## src/rtl/scope_pkg.sv

```systemverilog
// Shared definitions for the trigger/capture block: FSM state encoding and
// default geometry of the capture buffer.
package scope_pkg;

  localparam int ADDR_W_DEF = 9;
  localparam int DATA_W_DEF = 8;

  typedef enum logic [2:0] {
    S_IDLE    = 3'd0,
    S_ARMED   = 3'd1,
    S_CAPTURE = 3'd2,
    S_RD      = 3'd3,
    S_SEND    = 3'd4,
    S_WAIT    = 3'd5
  } state_t;

endpackage

```

## src/rtl/capture_ram.sv

```systemverilog
// Simple dual-port capture buffer: one write port, one read port with a
// registered (1-cycle) read. No reset on the array so it maps to block RAM.
module capture_ram #(
  parameter int pAddrW = 9,
  parameter int pDataW = 8
) (
  input  logic              iClk,
  input  logic              iWr_En,
  input  logic [pAddrW-1:0] iWr_Addr,
  input  logic [pDataW-1:0] iWr_Data,
  input  logic              iRd_En,
  input  logic [pAddrW-1:0] iRd_Addr,
  output logic [pDataW-1:0] oRd_Data
);

  logic [pDataW-1:0] mem [0:(1<<pAddrW)-1];

  always_ff @(posedge iClk) begin
    if (iWr_En) begin
      mem[iWr_Addr] <= iWr_Data;
    end
    if (iRd_En) begin
      oRd_Data <= mem[iRd_Addr];
    end
  end

endmodule

```

## src/rtl/trigger_capture.sv

```systemverilog
// Edge-triggered sample capture: arm, wait for a level crossing, store
// 2^pAddrW samples starting at the trigger sample, then stream them to a UART.
module trigger_capture
  import scope_pkg::*;
#(
  parameter int pAddrW = ADDR_W_DEF,
  parameter int pDataW = DATA_W_DEF
) (
  input  logic              iClk,
  input  logic              iRstN,
  input  logic [pDataW-1:0] iData,
  input  logic              iData_Valid,
  input  logic              iArm,
  input  logic              iTrigRising,
  input  logic [pDataW-1:0] iTrigLevel,
  output logic              oTx_DV,
  output logic [7:0]        oTx_Byte,
  input  logic              iTx_Active,
  input  logic              iTx_Done,
  output logic              oBusy,
  output logic              oTriggered,
  output state_t            oDbg_State
);

  localparam logic [pAddrW-1:0] LAST_ADDR = '1;

  // Handshake to uart_tx: oTx_DV is a single-cycle strobe raised only in SEND
  // while iTx_Active=0; the byte is held valid with it. iTx_Done is a one-cycle
  // pulse closing the byte, consumed only in WAIT.

  state_t            state_q, state_d;
  logic [pDataW-1:0] prev_q;
  logic              prev_valid_q;
  logic [pAddrW-1:0] wr_addr_q, rd_addr_q;
  logic              trig_hit, cap_last;
  logic              ram_we, ram_re;
  logic [pAddrW-1:0] ram_wa;
  logic [pDataW-1:0] rd_data;

  // A crossing needs a valid previous sample, so the first sample after arming never fires.
  assign trig_hit = iData_Valid && prev_valid_q &&
                    (iTrigRising ? ((prev_q < iTrigLevel) && (iData >= iTrigLevel))
                                 : ((prev_q > iTrigLevel) && (iData <= iTrigLevel)));
  assign cap_last = iData_Valid && (wr_addr_q == LAST_ADDR);

  assign oDbg_State = state_q;

  always_ff @(posedge iClk) begin
    if (!iRstN) begin
      state_q <= S_IDLE;
    end else begin
      state_q <= state_d;
    end
  end

  always_comb begin
    state_d = state_q;
    case (state_q)
      S_IDLE:    if (iArm)        state_d = S_ARMED;
      S_ARMED:   if (trig_hit)    state_d = S_CAPTURE;
      S_CAPTURE: if (cap_last)    state_d = S_RD;
      S_RD:                       state_d = S_SEND;
      S_SEND:    if (!iTx_Active) state_d = S_WAIT;
      S_WAIT: begin
        if (iTx_Done) begin
          state_d = (rd_addr_q == LAST_ADDR) ? S_IDLE : S_RD;
        end
      end
      default:                    state_d = S_IDLE;
    endcase
  end

  always_comb begin
    oBusy      = (state_q != S_IDLE);
    oTriggered = 1'b0;
    oTx_DV     = 1'b0;
    oTx_Byte   = '0;
    ram_we     = 1'b0;
    ram_wa     = wr_addr_q;
    ram_re     = 1'b0;
    case (state_q)
      S_ARMED: begin
        // Trigger sample always lands at address 0.
        ram_we = trig_hit;
        ram_wa = '0;
      end
      S_CAPTURE: begin
        oTriggered = 1'b1;
        ram_we     = iData_Valid;
      end
      S_RD: begin
        oTriggered = 1'b1;
        ram_re     = 1'b1;
      end
      S_SEND: begin
        oTriggered = 1'b1;
        if (!iTx_Active) begin
          oTx_DV   = 1'b1;
          oTx_Byte = 8'(rd_data);
        end
      end
      S_WAIT: begin
        oTriggered = 1'b1;
      end
      default: ;
    endcase
  end

  always_ff @(posedge iClk) begin
    if (!iRstN) begin
      prev_q       <= '0;
      prev_valid_q <= 1'b0;
      wr_addr_q    <= '0;
      rd_addr_q    <= '0;
    end else begin
      case (state_q)
        S_IDLE: begin
          if (iArm) prev_valid_q <= 1'b0;
        end
        S_ARMED: begin
          if (iData_Valid) begin
            prev_q       <= iData;
            prev_valid_q <= 1'b1;
          end
          if (trig_hit) wr_addr_q <= pAddrW'(1);
        end
        S_CAPTURE: begin
          if (iData_Valid) wr_addr_q <= wr_addr_q + pAddrW'(1);
          if (cap_last)    rd_addr_q <= '0;
        end
        S_WAIT: begin
          if (iTx_Done && (rd_addr_q != LAST_ADDR)) rd_addr_q <= rd_addr_q + pAddrW'(1);
        end
        default: ;
      endcase
    end
  end

  capture_ram #(
    .pAddrW (pAddrW),
    .pDataW (pDataW)
  ) u_ram (
    .iClk     (iClk),
    .iWr_En   (ram_we),
    .iWr_Addr (ram_wa),
    .iWr_Data (iData),
    .iRd_En   (ram_re),
    .iRd_Addr (rd_addr_q),
    .oRd_Data (rd_data)
  );

endmodule

```

## config.mk

```make
export PLATFORM = sky130hd
export DESIGN_NAME = trigger_capture
export DESIGN_NICKNAME = d
export VERILOG_FILES = /design/src/rtl/scope_pkg.sv /design/src/rtl/capture_ram.sv /design/src/rtl/trigger_capture.sv
export SDC_FILE = /design/constraint.sdc
export NUM_CORES = 2
export LEC_CHECK = 0
export BUFFER_PORTS_ARGS = -buffer_cell sky130_fd_sc_hd__buf_4
export CAP_MARGIN = 20
export CELL_PAD_IN_SITES_DETAIL_PLACEMENT = 0
export CELL_PAD_IN_SITES_GLOBAL_PLACEMENT = 1
export CORE_MARGIN = 2
export CORE_UTILIZATION = 43
export CTS_CLUSTER_SIZE = 24
export DETAILED_ROUTE_END_ITERATION = 8
export PLACE_DENSITY_LB_ADDON = 0.1
export SLEW_MARGIN = 20
export SYNTH_ARGS = -nofsm -noshare
export SYNTH_HDL_FRONTEND = slang
export SYNTH_SLANG_ARGS = --single-unit
```

## constraint.sdc

```tcl
create_clock -name iClk -period 5 [get_ports iClk]
set_input_delay 0.25 -clock iClk [delete_from_list [all_inputs] [get_ports iClk]]
set_output_delay 0.25 -clock iClk [all_outputs]
set_load 0.02 [all_outputs]
```

==> metrics.cfg <==
[status]
run_status=completed

[logic_synthesis]
synthesis.area_um2=161000
netlist_instances=7771
synth_edf_count=4104
postSynthRegisterBits=4134
synth.net_count=7814
postSynthAreaPerCell_um2=20.7
synthArstFlopShare_pct=0
synth_ff_type=sky130_fd_sc_hd__edfxtp_1
yosysWarningCount=0
synth_seq_area_share_pct=76.9
synth.distinct_cells=80

[critical_path]
worstSetupStartpoint=rd_addr_q[1]
startpoint_type=register
critPathArrivalTime_ps=5760
worstPathRequired_ps=5810
critical_path.reg2reg.startpoint=rd_addr_q[1]
path_class=reg -> reg
reg2reg_setup_slack_ps=50
worst-path-max-fanout=32
endpoint_class_of_the_critical_path=register

[power]
cellLeakagePower_nw=56.5
p_total_mw=72.1
power_density_nw_per_um2=389
vdd.ir_drop.worst_mv=0.297

[route]
wl_per_cell_um=38.8
drc=0
wl_um=538000
drt_iter0_drc=11950
route.vias.total=86160
drt-pass1-iter-count=5
ant_nets=0
viasPerCell=6.22

[layout]
final_cells=13853
fin_area_um2=185000
drive_gt1_share_pct=27.1
multi_input_area_um2=34500
fillers=30376
final_util_pct=49.7
num-nets-final=8535
seq_area_um2=124000
area_growth_syn_to_layout_pct=15.1

[cts]
clk_latency_ps=1010
cts_tree=yes
cts.htree.levels=5
post_cts_resized=0
ctsRootBufferMaster=sky130_fd_sc_hd__clkbuf_16
cts_setup_buffers=0
path_clk_slew_ps=60
numCtsBuffers=436
clk_path_buf_depth=4
clock_sink_count=4134

[flow_run]
maxCapViolations=0

[timing]
worst_pin_slew_ps=1380
report.final.hold_viol_count=0
maxClockFrequency_ghz=0.202
rsz0062_at_grt=no
fin_tns_setup_ps=0
max-slew-margin-rel_pct=5.91
min_period_ps=4950
final-setup-viol-count=0
min_period_over_period_pct=98.9
maxSlewViolCount=0
finalClockSkew_ps=65.2

[global_route]
globalRouteOverflowTotal=0
globalRouteTotalUtil_pct=28.1
largest_net_degree_at_the_start_of_global_routing=164
grt_antenna_before_repair=56
vias_in_the_first_global_route=84914
grt_first_pass_wirelength_um=730000

[min_path]
hold_path.class=in -> reg
holdCritStartpoint=iRstN

[floorplan]
placementRows=224
design.core.area_um2=372000
start_util_pct=43.2
die_width_um=616
die_y_um=616
design.die.area_um2=379000
top_level_ports=37

[place]
placedCellCount=13006
gp_routability_congestion=0.877
placedInstanceArea_um2=171000
hpwlAfterDp_um=348000
port-buffer-count=36

-- layer usage --
layer  vias up  global-route usage [%]  routed length, µm
li1      33866                       -                  -
met1     46989                    39.6             218000
met2      4473                    44.5             254000
met3       814                    5.38              47000
met4        18                    8.50              18000
met5         -                       0                161
-- per-stage QoR --
step / hold slack [ps] / worst slack, ps
6_report: 181 / 54.1
5_1_grt: 192 / 104
4_1_cts: 131 / 172
3_5_place_dp: 471 / 205
3_3_place_gp: 458 / 50.5
2_1_floorplan: 349 / 1980
-- final timing paths --
kind	endpoint	cells past startpoint
worst max register to register	u_ram.oRd_Data[2]	9
worst max-delay path	u_ram.oRd_Data[2]	9
worst min-delay path	prev_q[4]	3
worst min register to register	prev_q[4]	2
-- repair_timing --
item	4_1_cts	5_1_grt
setup endpoints to repair	0	0
endpoints found under the hold margin	584	0
hold buffers	18	0
-- state kept, by name, summed over array words and instances, names as in the netlist --
signal	count
oDbg_State	3
u_ram.oRd_Data	8
prev_valid_q	1
rd_addr_q	9
u_ram.mem	4096
wr_addr_q	9
prev_q	8
-- power breakdown --
part | internal, mW | switching, mW | total, mW
registers | 38.1 | 0.0638 | 38.2
clock network | 18.3 | 13.7 | 32.0
logic | 0.595 | 1.41 | 2.00
total | 57.0 | 15.1 | 72.1
-- synth_stat cells (63+ instances only) --
cell type	instances	share of area, %
sky130_fd_sc_hd__edfxtp_1	4104	77
sky130_fd_sc_hd__mux4_2	925	13
sky130_fd_sc_hd__nor2_1	650	1.5
sky130_fd_sc_hd__mux2i_1	273	1.7
sky130_fd_sc_hd__nand2_1	256	0.60
sky130_fd_sc_hd__clkbuf_1	187	0.44
sky130_fd_sc_hd__a21oi_1	112	0.35
sky130_fd_sc_hd__o22ai_1	108	0.42
sky130_fd_sc_hd__buf_2	103	0.32
sky130_fd_sc_hd__buf_4	100	0.47
sky130_fd_sc_hd__o21ai_0	96	0.30
sky130_fd_sc_hd__a22oi_1	84	0.39
sky130_fd_sc_hd__a221oi_1	65	0.35
sky130_fd_sc_hd__buf_6	63	0.44
-- worst max-delay path, cell delays in order (launching register included) --
cell	delay [ps]
sky130_fd_sc_hd__dfxtp_4	1190
sky130_fd_sc_hd__buf_12	350
sky130_fd_sc_hd__buf_4	420
sky130_fd_sc_hd__mux2i_1	140
sky130_fd_sc_hd__a221oi_1	610
sky130_fd_sc_hd__o221ai_1	200
sky130_fd_sc_hd__a221oi_1	880
sky130_fd_sc_hd__nor4_1	370
sky130_fd_sc_hd__buf_4	300
sky130_fd_sc_hd__nor4_1	220
-- cell families after synthesis --
kind of cell    Yosys count  share of synthesized area [%]
compound gates          729                           3.14
xor+xnor                 14                         0.0762
fa+ha+maj                20                          0.155
buf+inv                 494                           1.81
flops                  4134                           76.9
mux                    1231                           14.9
simple gates           1149                           3.02
-- area by class of cell --
| type | instances | share of cell area (%) |
|---|---|---|
| antenna | 26 | 0.0351 |
| clock buffer | 533 | 6.21 |
| clock inverter | 268 | 1.31 |
| inverter | 17 | 0.0398 |
| multi-input combinational | 3143 | 18.6 |
| sequential | 4134 | 66.9 |
| tap | 4972 | 3.36 |
| timing repair buffer | 760 | 3.54 |
-- cell usage in the layout (no fill, tap or decap), drive strengths merged, types with 30 or more instances in the layout --
cell type and count:
mux4 925, o21ai 103, bufinv 39, dfxtp 30
a21oi 112, mux2i 273, a211oi 48, mux2 33
clkinv 198, edfxtp 4104, nand3 53, clkbuf 533
buf 742, o221ai 50, nor2 650, o22ai 108
nand4 42, nand2 256, a31oi 33, a221oi 66
a22oi 84, nor3 41
Power figures use the tool's default switching activity.
